$ cat src/rtl/rst_sequencer_if.sv
// Reset sequencer signal bundle: lock/request inputs toward the sequencer,
// staged reset outputs, cause register and debug state back out.
// master = SoC/clock side that drives requests, slave = rst_sequencer.
interface rst_sequencer_if;
    logic       pll_locked_i;
    logic       sw_rst_req_i;
    logic       dbg_rst_req_i;
    logic       wdog_kick_i;
    logic       cause_clr_i;
    logic       rst_periph_no;
    logic       rst_core_no;
    logic [3:0] rst_cause_o;
    logic [2:0] seq_state_o;

    modport master (
        output pll_locked_i, sw_rst_req_i, dbg_rst_req_i, wdog_kick_i, cause_clr_i,
        input  rst_periph_no, rst_core_no, rst_cause_o, seq_state_o
    );

    modport slave (
        input  pll_locked_i, sw_rst_req_i, dbg_rst_req_i, wdog_kick_i, cause_clr_i,
        output rst_periph_no, rst_core_no, rst_cause_o, seq_state_o
    );
endinterface

$ cat src/rtl/rst_sequencer.sv
// Staged reset controller: qualifies PLL lock, holds reset for a settle time,
// releases peripheral reset before core reset, re-sequences on lock loss,
// software request, debug request or watchdog expiry, and keeps a sticky cause.
// Optional watchdog is compiled in with RST_SEQ_WDOG_EN.
//
// state     | meaning
// WAIT_LOCK | waiting for synchronized PLL lock, both resets asserted
// HOLD      | settle time after lock, both resets asserted
// PERIPH    | peripheral reset released, core reset still asserted
// RUN       | both resets released
// DBG       | debug module holds both resets asserted
module rst_sequencer #(
    parameter int HoldCycles = 1024,
    parameter int StageGap   = 16,
    parameter int WdogCycles = 2**24
) (
    input  logic           clk_sys_i,
    input  logic           rst_sys_ni,
    rst_sequencer_if.slave bus
);

    typedef enum logic [2:0] {
        WAIT_LOCK = 3'd0,
        HOLD      = 3'd1,
        PERIPH    = 3'd2,
        RUN       = 3'd3,
        DBG       = 3'd4
    } state_e;

    localparam int CntMax = (HoldCycles > StageGap) ? HoldCycles : StageGap;
    localparam int CntW   = $clog2(CntMax + 1);
    localparam logic [CntW-1:0] HoldLoad  = CntW'(HoldCycles - 1);
    localparam logic [CntW-1:0] StageLoad = CntW'(StageGap - 1);

    state_e          state_q, state_d;
    logic [CntW-1:0] cnt_q, cnt_d;
    logic            lock_meta_q, locked_sync;
    logic            lock_evt, dbg_evt, sw_evt, wdog_evt;
    logic            periph_n_q, core_n_q;
    logic [3:0]      cause_q;

    // Two-flop synchronizer for the asynchronous PLL lock indication.
    always_ff @(posedge clk_sys_i or negedge rst_sys_ni) begin
        if (!rst_sys_ni) begin
            lock_meta_q <= 1'b0;
            locked_sync <= 1'b0;
        end else begin
            lock_meta_q <= bus.pll_locked_i;
            locked_sync <= lock_meta_q;
        end
    end

`ifdef RST_SEQ_WDOG_EN
    localparam int WdogW = $clog2(WdogCycles);
    logic [WdogW-1:0] wdog_q;

    // Watchdog counts RUN cycles; held at zero outside RUN and on every kick.
    always_ff @(posedge clk_sys_i or negedge rst_sys_ni) begin
        if (!rst_sys_ni) begin
            wdog_q <= '0;
        end else if (state_q != RUN || bus.wdog_kick_i) begin
            wdog_q <= '0;
        end else begin
            wdog_q <= wdog_q + WdogW'(1);
        end
    end

    assign wdog_evt = (state_q == RUN) && !bus.wdog_kick_i &&
                      (wdog_q == WdogW'(WdogCycles - 1));
`else
    localparam int UnusedWdogCycles = WdogCycles;
    logic unused_wdog_kick;
    assign unused_wdog_kick = bus.wdog_kick_i;
    assign wdog_evt         = 1'b0;
`endif

    // Exit events; dbg only counts on entry so a held request does not re-trigger.
    always_comb begin
        lock_evt = (state_q != WAIT_LOCK) && !locked_sync;
        dbg_evt  = (state_q != WAIT_LOCK) && (state_q != DBG) && bus.dbg_rst_req_i;
        sw_evt   = ((state_q == PERIPH) || (state_q == RUN)) && bus.sw_rst_req_i;
    end

    // Next-state selection in event priority order, then counter reload/decrement.
    always_comb begin
        state_d = state_q;
        cnt_d   = cnt_q;
        if (lock_evt) begin
            state_d = WAIT_LOCK;
        end else if (dbg_evt) begin
            state_d = DBG;
        end else if (wdog_evt || sw_evt) begin
            state_d = HOLD;
        end else begin
            case (state_q)
                WAIT_LOCK: if (locked_sync)            state_d = HOLD;
                HOLD:      if (cnt_q == '0)            state_d = PERIPH;
                PERIPH:    if (cnt_q == '0)            state_d = RUN;
                RUN:                                   state_d = RUN;
                DBG:       if (!bus.dbg_rst_req_i)     state_d = HOLD;
                default:                               state_d = WAIT_LOCK;
            endcase
        end

        if (state_d != state_q) begin
            if (state_d == HOLD)        cnt_d = HoldLoad;
            else if (state_d == PERIPH) cnt_d = StageLoad;
            else                        cnt_d = '0;
        end else if (cnt_q != '0) begin
            cnt_d = cnt_q - CntW'(1);
        end
    end

    // State, counter and registered reset outputs all move on the same edge.
    always_ff @(posedge clk_sys_i or negedge rst_sys_ni) begin
        if (!rst_sys_ni) begin
            state_q    <= WAIT_LOCK;
            cnt_q      <= '0;
            periph_n_q <= 1'b0;
            core_n_q   <= 1'b0;
        end else begin
            state_q    <= state_d;
            cnt_q      <= cnt_d;
            periph_n_q <= (state_d == PERIPH) || (state_d == RUN);
            core_n_q   <= (state_d == RUN);
        end
    end

    // Sticky cause register; a new event beats a clear in the same cycle.
    always_ff @(posedge clk_sys_i or negedge rst_sys_ni) begin
        if (!rst_sys_ni) begin
            cause_q <= '0;
        end else begin
            cause_q <= (cause_q & ~{4{bus.cause_clr_i}}) |
                       {wdog_evt, dbg_evt, sw_evt, lock_evt};
        end
    end

    assign bus.rst_periph_no = periph_n_q;
    assign bus.rst_core_no   = core_n_q;
    assign bus.rst_cause_o   = cause_q;
    assign bus.seq_state_o   = state_q;

endmodule

$ cat src/flat_wrapper.sv
// flat-port wrapper written by rule: the top's interface ports become plain ports
module rst_sequencer_flat 
#(
    parameter int HoldCycles = 1024,
    parameter int StageGap   = 16,
    parameter int WdogCycles = 2**24
)
  (clk_sys_i, rst_sys_ni, bus_pll_locked_i, bus_sw_rst_req_i, bus_dbg_rst_req_i, bus_wdog_kick_i, bus_cause_clr_i, bus_rst_periph_no, bus_rst_core_no, bus_rst_cause_o, bus_seq_state_o);
  rst_sequencer_if bus_i ();
  input  logic clk_sys_i;
  input  logic rst_sys_ni;
  input wire logic [$bits(bus_i.pll_locked_i)-1:0] bus_pll_locked_i;
  input wire logic [$bits(bus_i.sw_rst_req_i)-1:0] bus_sw_rst_req_i;
  input wire logic [$bits(bus_i.dbg_rst_req_i)-1:0] bus_dbg_rst_req_i;
  input wire logic [$bits(bus_i.wdog_kick_i)-1:0] bus_wdog_kick_i;
  input wire logic [$bits(bus_i.cause_clr_i)-1:0] bus_cause_clr_i;
  output wire logic [$bits(bus_i.rst_periph_no)-1:0] bus_rst_periph_no;
  output wire logic [$bits(bus_i.rst_core_no)-1:0] bus_rst_core_no;
  output wire logic [$bits(bus_i.rst_cause_o)-1:0] bus_rst_cause_o;
  output wire logic [$bits(bus_i.seq_state_o)-1:0] bus_seq_state_o;
  assign bus_i.pll_locked_i = bus_pll_locked_i;
  assign bus_i.sw_rst_req_i = bus_sw_rst_req_i;
  assign bus_i.dbg_rst_req_i = bus_dbg_rst_req_i;
  assign bus_i.wdog_kick_i = bus_wdog_kick_i;
  assign bus_i.cause_clr_i = bus_cause_clr_i;
  assign bus_rst_periph_no = bus_i.rst_periph_no;
  assign bus_rst_core_no = bus_i.rst_core_no;
  assign bus_rst_cause_o = bus_i.rst_cause_o;
  assign bus_seq_state_o = bus_i.seq_state_o;
  rst_sequencer #(.HoldCycles(HoldCycles), .StageGap(StageGap), .WdogCycles(WdogCycles)) u_core (.clk_sys_i(clk_sys_i), .rst_sys_ni(rst_sys_ni), .bus(bus_i));
endmodule
$ cat config.mk
export PLATFORM = sky130hd
export DESIGN_NAME = rst_sequencer_flat
export DESIGN_NICKNAME = d
export VERILOG_FILES = /design/src/rtl/rst_sequencer_if.sv /design/src/rtl/rst_sequencer.sv /design/src/flat_wrapper.sv
export SDC_FILE = /design/constraint.sdc
export NUM_CORES = 1
export LEC_CHECK = 0
export ABC_CLOCK_PERIOD_IN_PS = 3000
export BUFFER_PORTS_ARGS = -buffer_cell sky130_fd_sc_hd__clkbuf_2
export CAP_MARGIN = 20
export CORE_UTILIZATION = 52
export DETAILED_ROUTE_END_ITERATION = 12
export GPL_ROUTABILITY_DRIVEN = 0
export HOLD_SLACK_MARGIN = 0.03
export PLACE_DENSITY = 0.74
export REMOVE_ABC_BUFFERS = 1
export SLEW_MARGIN = 20
export SYNTH_ARGS = -nofsm -noshare
export SYNTH_HDL_FRONTEND = slang
export SYNTH_SLANG_ARGS = --single-unit
$ cat constraint.sdc
create_clock -name clk_sys_i -period 3 [get_ports clk_sys_i]
set_input_delay 0.3 -clock clk_sys_i [delete_from_list [all_inputs] [get_ports clk_sys_i]]
set_output_delay 0.3 -clock clk_sys_i [all_outputs]
set_load 0.02 [all_outputs]
Word-level counts from Yosys, hierarchy flattened
Cells that the tools add are included.
{"block": "totals", "input_bits": 7, "reg_bits": 22, "output_inout_bits": 9}
{"block": "op_classes", "n_mux": 12, "reduce_logical": 12, "addsub": 1, "n_bitwise": 3, "eq_ne": 9}
{"cell": "$mux 11", "n": 3}
{"cell": "$mux 3", "n": 7}
{"cell": "$pmux 3 s5", "n": 1}
{"cell": "$eq 3x2->1 const B", "n": 4}
{"cell": "$logic_not 11->1", "n": 1}
{"cell": "$reduce_bool 11->1", "n": 1}
{"cell": "$sub 11x1->11 const B", "n": 1}
{"cell": "$eq 3x1->1 const B", "n": 2}
{"cell": "$and 4x4->4", "n": 1}
{"cell": "$logic_and 1x1->1", "n": 4}
{"cell": "$mux 4", "n": 1}
{"cell": "$not 4->4", "n": 1}
{"cell": "$or 4x3->4", "n": 1}
{"cell": "$eq 3x3->1 const B", "n": 1}
{"cell": "$logic_not 3->1", "n": 1}
{"cell": "$ne 3x3->1", "n": 1}
{"cell": "$ne 3x3->1 const B", "n": 1}
{"cell": "$reduce_bool 3->1", "n": 1}
{"cell": "$logic_or 1x1->1", "n": 2}
{"cell": "$reduce_bool 2->1", "n": 1}
{"cell": "$logic_not 1->1", "n": 1}

Depth between registers and ports, before layout
Gate-level depths: netlist of the first run.
{"block": "logic_depth", "word_depth": 10, "depth_mapped": 7, "mapped_depth_nobuf": 7}

Worst setup path before layout of the first run
Ideal clock, no wire load.
{"block": "synth_path", "path_type": "flip-flop to flip-flop", "from": "reg u_core.cnt_q[0]", "to": "reg u_core.core_n_q, in the netlist u_core.bus.rst_core_no", "setup_time_ps": 78, "slack_ps": 737, "arrival_time_ps": 2185, "stages_incl_launch_ff": 8, "period_less_slack_ps": 2263, "cell_sequence": "dfrtp_1 -> inv_1 -> ha_1 -> or4b_1 -> or4_4 -> or3_4 -> a21oi_2 -> a21boi_1"}
{"block": "synth_via", "elab_chain_cells": 7, "elab_cells_between_ends": 8, "classes_between": "eq/ne (1); mux (6); reduce/logical (1)"}
{"item": "start: declaration", "line": "rst_sequencer.sv:36", "source": "logic [CntW-1:0] cnt_q, cnt_d;"}
{"item": "start signal: assignment", "line": "rst_sequencer.sv:123", "source": "cnt_q <= cnt_d;"}
{"item": "$logic_not 11->1 (*)", "line": "rst_sequencer.sv:97, rst_sequencer.sv:98"}
{"item": "$mux 3 (on tied branches)", "line": "rst_sequencer.sv:98, rst_sequencer.sv:97"}
{"item": "$pmux 3 s5 (*)", "line": "rst_sequencer.sv:95", "source": "case (state_q)"}
{"item": "$mux 3 (*)", "line": "rst_sequencer.sv:92", "source": "end else if (wdog_evt || sw_evt) begin"}
{"item": "$mux 3 (*)", "line": "rst_sequencer.sv:90", "source": "end else if (dbg_evt) begin"}
{"item": "$mux 3 (*)", "line": "rst_sequencer.sv:88", "source": "if (lock_evt) begin"}
{"item": "net u_core.state_d[1]", "line": "rst_sequencer.sv:35", "source": "state_e state_q, state_d;"}
{"item": "$eq 3x2->1 (*)", "line": "rst_sequencer.sv:125", "source": "core_n_q <= (state_d == RUN);"}
{"item": "end signal: assignment", "line": "rst_sequencer.sv:125"}
{"item": "end: declaration", "line": "rst_sequencer.sv:39", "source": "logic periph_n_q, core_n_q;"}
Mark *: on every way through the listed nets, which the timed path passes. The rest lies on a longest branch.
A chain may end at the register's enable or synchronous reset.

Worst setup path after layout of the first run
Ends and elaborated chain as after synthesis.

==> results, run 1 <==
- The total power consumption of the routed design is 0.778 mW.
- The number of antenna violations at the first check in global routing is 0.
- The class of the most critical setup path is reg2reg.
- The depth of the CTS H-tree is 1.
- In this run the deepest clock path goes through 2 buffers.
- The cell at the root of the clock tree is sky130_fd_sc_hd__clkbuf_4.
- The number of clock sinks is 22.
- The max-capacitance violation count is 0.
- Setup total negative slack on the finished layout was measured at 0 ns.
- STA classifies the critical path startpoint as a flop.
- The worst pin sits at a relative slew slack of 50.6%.
- The analysis attributes to net switching a power of 0.257 mW.
- The floorplan step defined a core boundary enclosing 0.00198 sq mm.
- The actual transition at the worst max-transition pin is 0.733 ns.
- The quantity of I/O buffers inserted on ports is 14.
- The maximum clock frequency is 411 MHz.
- Among all flip-flop cells after synthesis, the most frequent one is sky130_fd_sc_hd__dfrtp_1.
- Prior to clock tree synthesis, the placed netlist has a worst setup slack of 0.570 ns.
- STA classifies the critical path endpoint as a flop.
- Post-CTS repair changed the size of 0 cells.
- The portion of total power attributed to the clock network is 20.4%.
- After the first detailed-routing iteration, the DRC count stood at 7.
- Dividing the detail-routed wire length by the instance count gives 12.8 um.
- The die width is 48.1 um.
- Along the worst hold path, the cell count comes to 1.
- By area the synthesized netlist is led by sky130_fd_sc_hd__dfrtp_1 (50%), sky130_fd_sc_hd__o21ai_0 (6.8%), sky130_fd_sc_hd__xnor2_1 (5.5%).
- Summing every instance area after synthesis gives 0.00111 sq mm.
- The final design utilization is 62.1%.
- The first-pass iteration count of the detailed router is 4.
- The synthesized area per cell is 9.79 sq um.
- The number of diodes added for antenna fixing is 0.
- Of the total power, the share spent switching nets is 33.0%.
- Entering global routing, the biggest net connects 23 pins.
- Data arrives at the worst endpoint at 2.67 ns.
- The worst supply voltage drop on vdd is 350 uV.
- The effective utilization at floorplan is 55.8%.
- The part of the total power dissipated in sequential elements is 51.2%.
- The clock tree from TritonCTS is done.
- The most common cell in the synthesized netlist is sky130_fd_sc_hd__dfrtp_1.
- The height of the die is 48.1 um.
- The number of synthesized flops with an enable pin is 0.
- The final number of hold-violating endpoints is 0.
- The post-layout instance area is 0.00123 sq mm.
- Cells with a size suffix above 1 make up 18.9% of the layout.
- The internal portion of the total power is 0.521 mW.
- After detailed routing, the number of remaining DRC violations is 0.
- The kind of cell with the highest combined delay along the critical path is simple AND/OR/NAND/NOR gates.
- The number of pins exceeding their max-slew limit in the final report is 0.
- The net count reported at finish is 136.
- In this run the static leakage power is 0.530 nW.
- The overflow left after global routing is 0.
- The detailed placement HPWL is 1470 um.
- Subtracting the final worst setup slack from the clock period gives 2.43 ns.
- The cell area after placement is 0.00118 sq mm.
- The least setup slack across all paths after layout is 0.569 ns.
- The share of flip-flops with an asynchronous set or reset is 100%.
- The register-to-register path setup slack is 0.57 ns.
- For the final database, setup skew stands at 0.00391 ns.
- The commonest cells after synthesis are sky130_fd_sc_hd__dfrtp_1 (22), sky130_fd_sc_hd__o21ai_0 (15), sky130_fd_sc_hd__nor2_1 (9), sky130_fd_sc_hd__xnor2_1 (7), sky130_fd_sc_hd__inv_1 (6).
- The wire length of the first global-routing pass is 3260 um.
- For this run, the slowest stage of the critical path takes 0.53 ns.
- Of the available clock period, the critical path in the final layout requires 81.0%.
- The min-delay analysis places its worst path in the category in2reg.
- Once detail routing completed, the nets flagged for antenna violations numbered 0.
- Synthesis inferred 22 register bits.
- For this run, the number of Yosys warnings is 0.
- The total number of vias is 857.
- The combinational cell fraction of total power is 28.4%.
- The end point of the most critical hold path is u_core.lock_meta_q.
- The area share of the largest cell type after synthesis is 49.8%.
- For this run, the total global-route usage over all layers was measured as 20.8%.
- The post-synthesis cell count is 113.
- The die covers 0.00232 sq mm.
- The setup violation total in the final timing report is 0.
- Across all hold checks on the routed design, the worst slack comes to 0.0880 ns.
- For this design the ratio of total power to cell area is 633 mW/mm^2.
- The run finished with clean final reports.
- The clock transition at the register clock pins on the worst setup and hold paths after CTS is 0.11 ns.
- Clock latency on the worst-skew pair, taken at its later pin, is 0.31 ns.
- The wire length reported by the detailed router is 1970 um.
- Together, buffers and inverters on the worst path number 1.
- Including well taps, the total number of placed cells is 149.
- The cell accounting for the most synthesized area is sky130_fd_sc_hd__dfrtp_1.
- The number of global-route vias before repair is 744.
- The post-route non-filler standard cell count is 154.
- Yosys mapped the design onto 37 distinct sky130hd cell types.
- The source of the worst register-to-register timing path is u_core.cnt_q[0].
- The number of buffers created by CTS is 3.
- STA puts the critical path data required time at 3.24 ns.
- Setup repair after global routing left no endpoint under its margin.
- The worst hold path begins at bus_pll_locked_i.
- The signal on the critical path passes through inv_1 -> ha_1 -> or4b_1 -> or4_4 -> or3_4 -> a21oi_2 -> a21boi_1.
- The placement row count is 16.
- Along the worst path, the maximum fanout reaches 5.
- The number of inserted filler cells in the final layout is 172.
- 16 I/O pins were placed.
- Measured in cells, the most critical reg-to-reg path has a length of 7.
- The sequential share of the synthesized area is 49.8%.
- The worst register-to-register path ends at u_core.bus.rst_core_no.
- Compared with the post-synthesis result, the final layout area differs by 11.2%.
- The detailed-route vias per instance is 5.56.
- The slowest library cell on the worst path is sky130_fd_sc_hd__or4b_1.
[cells in the final DEF (no fill, tap or decap), drive strengths merged]
cell,instances
a21boi,1
nor2b,1
or2,1
ha,1
nor3,4
mux2i,1
inv,6
a21oi,6
dfrtp,22
or3,1
a31oi,1
and3,1
o21a,3
o41ai,1
o21ai,15
nor3b,2
or4b,1
o22ai,2
nand3,1
dlygate4sd3,1
nand2,5
o221ai,1
nor4,2
and2b,1
o31ai,1
o211ai,1
clkbuf,18
nand2b,4
nor2,9
xnor2,7
or3b,1
or4,3
a211oi,1
xor2,1
[power by group through the flow]
| stage | Combinational [mW] | Sequential, mW | Clock, mW |
|---|---|---|---|
| 2_1_floorplan | 0.164 | 0.401 | 0 |
| 3_3_place_gp | 0.214 | 0.400 | 0 |
| 3_5_place_dp | 0.221 | 0.403 | 0 |
| 4_1_cts | 0.223 | 0.397 | 0.167 |
| 5_1_grt | 0.252 | 0.407 | 0.182 |
| 6_report | 0.221 | 0.398 | 0.159 |
[timing repair]
item	in CTS	in global routing
hold endpoints to repair	22	0
buffers inserted	0	0
hold buffers	1	0
[layer usage]
metal	routed length, um	vias up	GRT usage [%]
li1	-	432	-
met1	939	405	27.8
met2	934	18	31.9
met3	81	2	7.78
met4	10	0	5.00
met5	0	-	0
[sequential cells by signal, indices dropped and copies added, names as in the netlist]
signal and flops:
u_core.bus.rst_cause_o 4, u_core.bus.rst_core_no 1, u_core.bus.rst_periph_no 1, u_core.bus.seq_state_o 3, u_core.cnt_q 11, u_core.lock_meta_q 1, u_core.locked_sync 1
[kinds of logic (layout without fill, tap and decap cells)]
kind of cell	count (synthesis)	in the layout	synth area share, %
fa+ha+maj	1	1	1.13
xor+xnor	8	8	6.34
simple gates	37	37	19.6
mux	1	1	0.905
flops	22	22	49.8
compound gates	33	33	17.9
buf+inv	11	25	4.41
[how the worst max path moves through the flow]
stage	cells after the start	to	startpoint	slack [ns]
finish	7	u_core.bus.rst_core_no	u_core.cnt_q[0]	0.57
global route	7	u_core.bus.rst_core_no	u_core.cnt_q[0]	0.43
CTS	7	u_core.bus.rst_core_no	u_core.cnt_q[0]	0.54
detailed placement	7	u_core.bus.rst_core_no	u_core.cnt_q[0]	0.57
global placement	7	u_core.bus.rst_core_no	u_core.cnt_q[0]	0.64
floorplan	7	u_core.bus.rst_core_no	u_core.cnt_q[0]	0.74
[cell type report]
class | count | area [sq um] | area share (%)
Multi-Input combinational cell | 80 | 507 | 41.2
Sequential cell | 22 | 551 | 44.8
Timing Repair Buffer | 15 | 80.1 | 6.51
Inverter | 6 | 22.5 | 1.83
Tap cell | 27 | 33.8 | 2.75
Clock buffer | 4 | 36.3 | 2.95
Power figures use the tool's default switching activity.
==> inputs of run 2 (changes only) <==
--- a/config.mk
+++ b/config.mk
@@ -5,10 +5,11 @@
 export SDC_FILE = /design/constraint.sdc
 export NUM_CORES = 1
 export LEC_CHECK = 0
-export ABC_CLOCK_PERIOD_IN_PS = 3000
+export ABC_AREA = 1
+export ABC_CLOCK_PERIOD_IN_PS = 2200
 export BUFFER_PORTS_ARGS = -buffer_cell sky130_fd_sc_hd__clkbuf_2
 export CAP_MARGIN = 20
-export CORE_UTILIZATION = 52
+export CORE_UTILIZATION = 50
 export DETAILED_ROUTE_END_ITERATION = 12
 export GPL_ROUTABILITY_DRIVEN = 0
 export HOLD_SLACK_MARGIN = 0.03
==> constraint.sdc (replaced) <==
create_clock -name clk_sys_i -period 2.2 [get_ports clk_sys_i]
set_input_delay 0.22 -clock clk_sys_i [delete_from_list [all_inputs] [get_ports clk_sys_i]]
set_output_delay 0.22 -clock clk_sys_i [all_outputs]
set_load 0.02 [all_outputs]
==> run 2 against run 1 <==
Against the previous run: via count up 21%; cell area increased by 14%; synthesized cell count is 29% higher; clock-buffer cell count decreased by 1; routed wire length grew 25%; sequential share of layout area is 5.4 points lower; sequential cell count did not move; area after synthesis increased by 5.9%; total power up 150%; non-clock buffer count rose by 8; critical path depth increased by 6; critical endpoint is now u_core.cnt_q[0]; largest cell class is now multi-input combinational cells.
==> results, run 2 <==
- The count of buffers added on input and output ports is 14.
- The number of buffers created by CTS is 3.
- Final hold analysis gives a worst-case slack of 0.0964 ns.
- The first detailed-routing pass took 4 iterations.
- After filler insertion, the fill cell instance count of the layout stands at 207.
- Sorting the synthesized cells by area gives the leading types as sky130_fd_sc_hd__dfrtp_1 (47%), sky130_fd_sc_hd__nand2_1 (11%), sky130_fd_sc_hd__inv_1 (5.4%).
- The most numerous cell type found on the critical path is sky130_fd_sc_hd__nand2_1.
- At the placement stage, the worst setup path has a slack of 0.0889 ns.
- The number of diodes added for antenna fixing is 0.
- The worst hold path was traced through 2 stages.
- TritonCTS built the clock tree.
- The sort of element at the start of the critical path is a flop.
- The slowest library cell on the worst path is sky130_fd_sc_hd__dfrtp_1.
- The number of global-route vias before repair is 950.
- The required time reported for the critical path endpoint is 2.40 ns.
- The register with the most flip-flops in the final layout is u_core.cnt_q.
- At the pin with the least slew margin, the transition time is 0.546 ns.
- The tree is rooted in a sky130_fd_sc_hd__clkbuf_4.
- The synthesized area per cell is 8.02 sq um.
- The die covers 0.00254 sq mm.
- Counting flops with an async set or reset pin after synthesis yields a share of 100%.
- The detailed placement HPWL is 1730 um.
- The internal power of the cells totals 1.04 mW.
- The worst register-to-register path begins at u_core.bus.seq_state_o[1].
- The clock net in this run drives a total of 22 sinks.
- The flow ran to the end, and the final reports show no timing, DRC or antenna violations.
- The most frequently used flop master after synthesis is sky130_fd_sc_hd__dfrtp_1.
- The worst setup path is captured at a flop.
- The number of antenna violations at the first check in global routing is 0.
- The worst register-to-register path ends at u_core.cnt_q[0].
- The share of layout cells above drive strength 1 is 27.5%.
- For this block, the initial DRC count from the detailed router was 18.
- Global routing used 21.1% of the available tracks across all layers.
- Power spread over the standard cell area amounts to 1390 mW/mm^2.
- The most common cell in the synthesized netlist is sky130_fd_sc_hd__nand2_1.
- The post-layout minimum cycle time is 2.07 ns.
- The hold path startpoint is bus_cause_clr_i.
- The placeable core region is 0.00221 sq mm.
- The post-layout instance area is 0.00140 sq mm.
- The maximum clock path buffer count is 2.
- The count of antenna-violating nets left after detailed routing is 0.
- In this run the core area contains 17 standard-cell rows.
- Setup violations remaining at the end of the flow were counted as 0.
- The synthesis-to-finish area growth is 19.3%.
- The portion of total power attributed to the clock network is 9.0%.
- Based on the critical path, the design can be clocked at up to 484 MHz.
- Entering global routing, the biggest net connects 23 pins.
- The number of synthesized flops with an enable pin is 0.
- The leading cell type in the layout, fill and taps excluded is sky130_fd_sc_hd__nand2_1.
- Ranked by instance count, the synthesized netlist is headed by sky130_fd_sc_hd__nand2_1 (34), sky130_fd_sc_hd__dfrtp_1 (22), sky130_fd_sc_hd__inv_1 (17), sky130_fd_sc_hd__nor2_1 (13).
- The combinational cell fraction of total power is 58.4%.
- Dividing the detail-routed via count by the number of cells gives 5.22.
- In the synthesized netlist, the number of instances is 146.
- The worst path meets setup with 0.133 ns of slack.
- The first global-routing pass estimated 3990 um of wire.
- The worst path arrival time is 2.27 ns.
- Clock skew on the completed layout was measured at 0.00500 ns.
- 16 I/O pins were placed.
- The synthesized netlist contains 21 unique library cells.
- In this run the number of H-tree levels came out at 1.
- The flop and latch count out of synthesis is 22.
- The clock transition at the register clock pins on the worst setup and hold paths after CTS is 0.11 ns.
- The final number of hold-violating endpoints is 0.
- The cell area after placement is 0.00129 sq mm.
- For hold timing, the worst endpoint is u_core.bus.rst_cause_o[3].
- The part of the total power dissipated in sequential elements is 32.6%.
- After detailed routing, the number of remaining DRC violations is 0.
- The relative slew slack is 63.6%.
- The net count reported at finish is 181.
- The net switching power is 0.900 mW.
- The register-to-register path setup slack is 0.13 ns.
- The number of pins exceeding their max-slew limit in the final report is 0.
- Of the total power, the share spent switching nets is 46.5%.
- The effective utilization at floorplan is 52.9%.
- From left edge to right edge, the die measures 50.4 um.
- The worst supply voltage drop on vdd is 882 uV.
- The source-to-sink clock delay at the later pin of the worst-skew pair is 0.30 ns.
- The total number of vias is 1,039.
- The detail-routed net length per standard cell is 12.4 um.
- Summed over its instances, the top area cell type makes up 47.0% of the synthesized netlist area.
- The critical path in this run is classified as reg2reg.
- The library cells used most frequently in the layout, excluding fill and tap cells, are sky130_fd_sc_hd__nand2_1 (33), sky130_fd_sc_hd__dfrtp_1 (22), sky130_fd_sc_hd__inv_1 (17), sky130_fd_sc_hd__clkbuf_2 (14), sky130_fd_sc_hd__nor2_1 (12).
- Walking the worst path, the cells encountered are nor2_1 -> nand2_1 -> nand2_1 -> nand2_1 -> nor2_2 -> o21ai_1 -> a21oi_4 -> nand3_2 -> buf_4 -> nand2_1 -> nand2_1 -> nand2_1 -> nand2_1.
- The share of the cycle needed by the critical path after routing is 94.0%.
- In this run the worst path has a maximum fanout of 6.
- The height of the die is 50.4 um.
- The post-synthesis cell area is 0.00117 sq mm.
- The final layout contains routed wiring with a total length of 2460 um.
- The path category of the worst min-delay check is in2reg.
- The yosys synthesis warning count is 0.
- The depth of the worst register-to-register path is 13.
- After global routing the overflow that remains totals 0.
- The critical path's largest stage delay is 0.47 ns.
- Across the run, the number of max-cap violations was 0.
- The sequential share of the synthesized area is 47.0%.
- The leakage power is 0.766 nW.
- The number of flip-flops under the largest register name is 11.
- The final sum of negative setup slack is 0 ns.
- The cell accounting for the most synthesized area is sky130_fd_sc_hd__dfrtp_1.
## run 2: cell types whose count changed in the layout (fill, tap and decap cells not counted), moves of 6 or more
cell,previous run,this run
sky130_fd_sc_hd__nand2_1,5,33
sky130_fd_sc_hd__nand3_1,1,7
sky130_fd_sc_hd__o21ai_0,15,4
sky130_fd_sc_hd__inv_1,6,17
sky130_fd_sc_hd__buf_4,0,7
sky130_fd_sc_hd__inv_2,0,8
## run 2: worst max-delay path: cells and delay by family, from the launching register on
family,cells,cell delay [ns]
AND/OR/NAND/NOR,10,1.02
flip-flops,1,0.47
AO/OA/AOI/OAI,2,0.33
buffers and inverters,1,0.17
## run 2: cells by family (layout without fill, tap and decap cells)
group	count (synthesis)	count (layout)	share of synthesized area, %
AOI/OAI and AO/OA	15	15	7.59
buffers and inverters	26	51	8.97
xor gates and xnor gates	8	8	5.98
adders and majority gates	1	1	1.07
DFF	22	22	47.0
and+or+nand+nor	74	74	29.4
## run 2: layout make-up
type	instances	area (sq um)	share of cell area [%]
tap	28	35.0	2.51
timing repair buffer	23	143	10.2
multi-input combinational	98	553	39.6
clock buffer	3	22.5	1.61
inverter	25	93.8	6.71
sequential	22	551	39.4
## run 2: worst max path at each step
stage,endpoint,slack (ns),start
finish,u_core.cnt_q[0],0.13,u_core.bus.seq_state_o[1]
global route,u_core.cnt_q[1],-0.01,u_core.bus.seq_state_o[1]
CTS,u_core.cnt_q[5],0.08,u_core.cnt_q[0]
detailed placement,u_core.cnt_q[5],0.09,u_core.cnt_q[0]
global placement,u_core.cnt_q[9],0.14,u_core.cnt_q[0]
floorplan,u_core.cnt_q[0],0.22,u_core.cnt_q[0]
## run 2: metal layers
metal	routed length, um	global-route usage, %	vias to the layer above
met2	1280	37.6	28
li1	-	-	513
met1	1050	24.7	493
met4	25	5.56	0
met3	103	5.76	5
met5	0	0	-
## run 2: timing repair
item | in CTS | in global routing
gates resized for setup | 0 | 8
buffers inserted | 0 | 3
hold buffers | 2 | 0
hold endpoints to repair | 23 | 0
setup endpoints to repair | 0 | 8
## run 2: power by group through the flow
stage               clock network [mW]  logic [mW]  registers (mW)
floorplan                            0       0.722           0.655
CTS                              0.179        1.01           0.629
finish                           0.175        1.13           0.632
global route                     0.195        1.26           0.643
global placement                     0       0.960           0.632
detailed placement                   0       0.994           0.638
## run 2: per-stage QoR
stage | utilization [%] | power, mW | std cells
CTS | 60.5 | 1.81 | 196
detailed placement | 58.5 | 1.63 | 191
finish | 63.2 | 1.94 | 199
global route | 63.2 | 2.10 | 199
floorplan | - | 1.38 | 145
global placement | 58.5 | 1.59 | 191
